<file path="config.mk">
export PLATFORM = sky130hd
export DESIGN_NAME = clint_timer
export DESIGN_NICKNAME = d
export VERILOG_FILES = /design/src/rtl/clint_timer_pkg.sv /design/src/rtl/clint_timer_mask_merge.sv /design/src/rtl/clint_timer.sv
export SDC_FILE = /design/constraint.sdc
export NUM_CORES = 1
export LEC_CHECK = 0
export ABC_AREA = 1
export ABC_CLOCK_PERIOD_IN_PS = 4400
export CAP_MARGIN = 20
export CORE_ASPECT_RATIO = 1.2
export CORE_MARGIN = 4
export CORE_UTILIZATION = 57
export DETAILED_ROUTE_END_ITERATION = 8
export PLACE_DENSITY = 0.88
export SETUP_SLACK_MARGIN = 0.5
export SYNTH_ARGS = -nofsm -noshare
export SYNTH_HDL_FRONTEND = slang
export SYNTH_SLANG_ARGS = --single-unit
</file>
<file path="constraint.sdc">
create_clock -name clk -period 4.4 [get_ports clk]
set_input_delay 0.44 -clock clk [delete_from_list [all_inputs] [get_ports clk]]
set_output_delay 0.44 -clock clk [all_outputs]
set_load 0.1 [all_outputs]
</file>
<file path="src/rtl/clint_timer_pkg.sv">
// TimerStruct: shared types and register offsets for the CLINT timer block.
// Holds the exported timer bundle and the byte offsets of the two timer
// registers inside the CLINT window.
package TimerStruct;

  typedef struct packed {
    logic [63:0] _time;
    logic        time_int;
  } TimerPack;

  typedef enum logic [1:0] {
    SEL_NONE     = 2'd0,
    SEL_MTIME    = 2'd1,
    SEL_MTIMECMP = 2'd2
  } reg_sel_e;

  localparam logic [15:0] MTIME_OFFSET    = 16'hBFF8;
  localparam logic [15:0] MTIMECMP_OFFSET = 16'h4000;

  // Absolute byte address of a register given the window base.
  function automatic logic [63:0] reg_addr(input logic [63:0] base,
                                           input logic [15:0] offset);
    return base + {48'h0, offset};
  endfunction

endpackage

</file>
<file path="src/rtl/clint_timer_mask_merge.sv">
// mask_merge: byte-granular write merge shared by mtime and mtimecmp.
// Each byte of the result comes from wdata when its enable is set and from
// the old register value otherwise.
module mask_merge (
  input  logic [63:0] old,
  input  logic [63:0] wdata,
  input  logic [7:0]  wmask,
  output logic [63:0] merged
);

  // Select each byte independently from new or old data.
  always_comb begin
    merged = old;
    for (int i = 0; i < 8; i++) begin
      if (wmask[i]) begin
        merged[8*i +: 8] = wdata[8*i +: 8];
      end
    end
  end

endmodule

</file>
<file path="src/rtl/clint_timer.sv">
// clint_timer: machine timer (mtime / mtimecmp) behind a one-deep
// request/response port, with a level timer interrupt.
// Optional build macro CLINT_TIMER_PRESCALE_EN: when defined, mtime advances
// once every PRESCALE clocks instead of every clock.
//
//   state   | meaning
//   --------+-------------------------------------------------------
//   ST_IDLE | ready for a request (req_ready=1, resp_valid=0)
//   ST_RESP | response held until resp_ready (req_ready=0, resp_valid=1)
module clint_timer
  import TimerStruct::*;
#(
  parameter logic [63:0] CLINT_BASE = 64'h0000_0000_0200_0000,
  parameter int unsigned PRESCALE   = 16
) (
  input  logic        clk,
  input  logic        rst,
  input  logic        req_valid,
  output logic        req_ready,
  input  logic        req_we,
  input  logic [63:0] req_addr,
  input  logic [63:0] req_wdata,
  input  logic [7:0]  req_wmask,
  output logic        resp_valid,
  input  logic        resp_ready,
  output logic [63:0] resp_rdata,
  output logic        resp_err,
  output TimerPack    time_out
);

  localparam logic [0:0] ST_IDLE = 1'b0;
  localparam logic [0:0] ST_RESP = 1'b1;

  localparam logic [63:0] MTIME_ADDR    = reg_addr(CLINT_BASE, MTIME_OFFSET);
  localparam logic [63:0] MTIMECMP_ADDR = reg_addr(CLINT_BASE, MTIMECMP_OFFSET);

  logic [0:0]  state_q, state_d;
  logic [63:0] mtime_q, mtime_d;
  logic [63:0] mtimecmp_q, mtimecmp_d;
  logic [63:0] rdata_q, rdata_d;
  logic        err_q, err_d;

  reg_sel_e    sel;
  logic        accept;
  logic        wr_mtime;
  logic        wr_mtimecmp;
  logic        tick;
  logic [63:0] mtime_merged;
  logic [63:0] mtimecmp_merged;

  // Decode the request address; anything other than an exact register hit is unmapped.
  always_comb begin
    sel = SEL_NONE;
    if (req_addr == MTIME_ADDR) begin
      sel = SEL_MTIME;
    end else if (req_addr == MTIMECMP_ADDR) begin
      sel = SEL_MTIMECMP;
    end
  end

  assign accept      = (state_q == ST_IDLE) && req_valid;
  assign wr_mtime    = accept && req_we && (sel == SEL_MTIME);
  assign wr_mtimecmp = accept && req_we && (sel == SEL_MTIMECMP);

  mask_merge u_merge_mtime (
    .old    (mtime_q),
    .wdata  (req_wdata),
    .wmask  (req_wmask),
    .merged (mtime_merged)
  );

  mask_merge u_merge_mtimecmp (
    .old    (mtimecmp_q),
    .wdata  (req_wdata),
    .wmask  (req_wmask),
    .merged (mtimecmp_merged)
  );

`ifdef CLINT_TIMER_PRESCALE_EN
  localparam int unsigned PW = (PRESCALE > 1) ? $clog2(PRESCALE) : 1;

  logic [PW-1:0] presc_q, presc_d;

  assign tick = (presc_q == PW'(PRESCALE - 1));

  // Prescale count restarts on terminal count and whenever software rewrites mtime.
  always_comb begin
    presc_d = presc_q + PW'(1);
    if (wr_mtime || tick) begin
      presc_d = '0;
    end
  end

  // Prescale counter register.
  always_ff @(posedge clk) begin
    if (rst) begin
      presc_q <= '0;
    end else begin
      presc_q <= presc_d;
    end
  end
`else
  assign tick = 1'b1;
`endif

  // Timer registers: a software write replaces the tick in the same cycle.
  always_comb begin
    mtime_d = mtime_q;
    if (wr_mtime) begin
      mtime_d = mtime_merged;
    end else if (tick) begin
      mtime_d = mtime_q + 64'd1;
    end
    mtimecmp_d = wr_mtimecmp ? mtimecmp_merged : mtimecmp_q;
  end

  // Handshake FSM; read data is the pre-tick value seen at the accept edge.
  always_comb begin
    state_d = state_q;
    rdata_d = rdata_q;
    err_d   = err_q;
    case (state_q)
      ST_IDLE: begin
        if (req_valid) begin
          state_d = ST_RESP;
          err_d   = (sel == SEL_NONE);
          rdata_d = '0;
          if (!req_we) begin
            if (sel == SEL_MTIME) begin
              rdata_d = mtime_q;
            end else if (sel == SEL_MTIMECMP) begin
              rdata_d = mtimecmp_q;
            end
          end
        end
      end
      ST_RESP: begin
        if (resp_ready) begin
          state_d = ST_IDLE;
        end
      end
      default: state_d = ST_IDLE;
    endcase
  end

  // State, timer and response registers with synchronous reset.
  always_ff @(posedge clk) begin
    if (rst) begin
      state_q    <= ST_IDLE;
      mtime_q    <= '0;
      mtimecmp_q <= '1;
      rdata_q    <= '0;
      err_q      <= 1'b0;
    end else begin
      state_q    <= state_d;
      mtime_q    <= mtime_d;
      mtimecmp_q <= mtimecmp_d;
      rdata_q    <= rdata_d;
      err_q      <= err_d;
    end
  end

  assign req_ready  = (state_q == ST_IDLE);
  assign resp_valid = (state_q == ST_RESP);
  assign resp_rdata = rdata_q;
  assign resp_err   = err_q;

  // Export the time value and the unsigned compare against mtimecmp.
  always_comb begin
    time_out          = '0;
    time_out._time    = mtime_q;
    time_out.time_int = (mtime_q >= mtimecmp_q);
  end

endmodule
</file>
==> results by group <==
Placement
  – DP Wirelength: 36400 µm
  – Dpl cell area: about 16000 µm²
  – Number of port buffers: 272
  – GPL Wtd Cong: roughly 1
  – Dpl cells: approximately 2600
  – Pre-CTS WS: approximately 1.2 ns

STA
  – Fmax: 297 MHz
  – Final setup margin: between 1 and 1.5 ns
  – Tcrit/Tclk final: 0.765
  – Setup TNS: 0 ns
  – Unrepaired setup endpoints after global routing: no
  – Worst-margin pin slew: ~1.1 ns
  – Final setup viols: 0
  – Hold Vio Cnt, Final: 0
  – Rel. slew slack: 0.296
  – Slew Limit Fails: 0
  – Clk_skew: between 0.015 and 0.02 ns
  – Fin crit period: 3.36 ns

Logic synthesis
  – Syn avg cell area: approximately 6.2 µm²
  – Post-synth EDFFs: 0
  – Area share of the largest cell type after synthesis: 0.295
  – Netlist Area Pre-Place: about 13000 µm²
  – Asr flop ratio synth: 0
  – Synthesized instance count: 2107
  – Synth area leader: dfxtp_1
  – Syn nets: around 2300
  – Yosys cell types: 32
  – Most numerous cell in the Yosys netlist: nand2_1
  – Synth warn: 0
  – Synth Register Bits: 194
  – Synth Flop Type: dfxtp_1
  – Seq/Total Area, Yosys: 0.295
  – Post-synth top cells: 684 x nand2_1, 226 x nor2_1, 209 x inv_1
  – Synth area leaders: dfxtp_1 30%, nand2_1 20%, a21oi_1 7.7%

Die
  – Cell Rows: 60
  – I/O pin count: around 270
  – Die width: 147 µm
  – Initial Util: 0.582
  – Die Height: ~170 µm
  – Die Area: 25600 µm²
  – Core Region: 22600 µm²

Power and ir drop
  – Static leakage: about 6.7 nW
  – Worst VDD drop: around 0.00025 V
  – Power per standard cell area: 224 nW/µm²

Global routing
  – Total GRT Usage: 0.363
  – GRT overflow: 0
  – Vias in the first global route: about 15000
  – Initial antenna violation count: 0
  – Largest net degree at the start of global routing: 127
  – First-pass GRT wire length: roughly 76000 µm

Outcome
  – Status: finished clean

Finish
  – Fraction of layout cells with a size suffix above 1: 0.0651
  – Post-Layout Inst Area: 16500 µm²
  – Fin nets: ~2500
  – Area Growth Syn to Fin: 25.3%
  – Post-route insts no fill: around 2600
  – Number of diodes: 0

Route
  – Drt pass-1 iters: 5
  – Vias per cell: 5.71
  – Post-route DRC: 0
  – Routed wire length per instance: approximately 18 µm
  – Post-DRT Antenna Nets: 0
  – Vias: approximately 15000
  – DRT iter0 DRCs: ~1300
  – Overall routed net length: ~48000 µm

Worst setup path
  – Worst path required time: just under 4 ns
  – Critical Path End Type: output port
  – Critical Path AT: ~2.9 ns
  – Crit start category: flip-flop
  – Flop-to-flop setup slack: ~1.7 ns
  – CP Class: flip-flop to output port
  – Crit path max fanout: 7

Job
  – Max-cap violations: 0

CTS
  – Post-cts resize count: 0
  – TritonCTS buffer count: 17
  – H-tree depth: 4
  – Clock transition at path regs: about 0.08 ns
  – Clk Latency, worst-skew pair: 0.44 ns
  – Postcts setup bufs: 0
  – Hold_buf cts: 0
  – Clock buffer depth: 2
  – Clock Sinks: 194
  – CTS root buf: clkbuf_16
  – CTS tree: done

Min path
  – Worst min path class: flip-flop to flip-flop
-- routing by layer --
layer / track usage / vias up / wire length [µm]
li1: - / 7249 / -
met2: 0.639 / 816 / 23800
met3: 0.0639 / 182 / 3920
met5: 0 / - / 0
met4: 0.180 / 0 / 2420
met1: 0.423 / 6865 / 17700
-- cell families after synthesis --
| logic type | count (synthesis) | synth area share |
|---|---|---|
| XOR/XNOR | 16 | 0.0106 |
| AO/OA/AOI/OAI | 391 | 0.167 |
| buffers and inverters | 302 | 0.0980 |
| flip-flops | 194 | 0.295 |
| AND/OR/NAND/NOR | 1139 | 0.367 |
| adder cells (fa/ha/maj) | 65 | 0.0618 |
-- worst max-delay path, cell delays in order (launching register included) --
cell     delay [ns]
dfxtp_1        0.44
ha_1           0.34
nand2_1        0.05
inv_1          0.05
nand3_1        0.09
nor3_1         0.36
nand3_1        0.25
nor2_1         0.33
nand4_1        0.14
nand3_1        0.12
buf_4          0.30
-- through the flow --
stage	hold slack (ns)	total power, mW	utilization
after detailed placement	0.456	2.15	0.704
after global placement	0.451	2.15	0.704
after global routing	0.486	3.79	0.730
final	0.464	3.69	0.730
after floorplan	0.465	1.97	-
after CTS	0.466	3.69	0.729
-- final cells by class --
class | count | area, µm²
inverters | 213 | 800
repair buffers | 288 | 2850
well taps | 310 | 388
clock inverters | 13 | 141
clock buffers | 17 | 425
fillers | 1902 | 6110
multi-input cells | 1611 | 8000
flip-flops and latches | 194 | 3880
-- placed cells by master, fill, tap and decap left out, drive strengths merged --
master         synthesis  routed
nand2                689     689
clkdlybuf4s50          0     270
nor2                 252     252
inv                  212     220
a21oi                218     218
dfxtp                194     194
o21ai                170     170
nand3                122     122
ha                    65      65
nand4                 63      63
buf                   45      18
clkbuf                44      17
xor2                  13      13
nor3                  11      11
clkinv                 1       4
xnor2                  3       3
a21o                   2       2
nor4                   2       2
o21a                   1       1
bufinv                 0       1
clkinvlp               0       1
-- registers in the layout, summed over array words and instances, names as in the netlist --
signal,cells
mtime_q,64
mtimecmp_q,64
resp_err,1
resp_rdata,64
resp_valid,1
-- path summary, 6_finish.rpt --
path,to,startpoint,depth (start not counted)
max reg2reg,mtime_q[60],mtime_q[1],10
min,resp_rdata[8],resp_rdata[8],2
max,time_out[0],mtime_q[46],10
min reg2reg,resp_rdata[8],resp_rdata[8],2
-- where the power goes --
part	switching (mW)	internal [mW]
Combinational	0.203	0.156
Clock	0.770	0.800
Sequential	0.00597	1.76
Power figures use the tool's default switching activity.
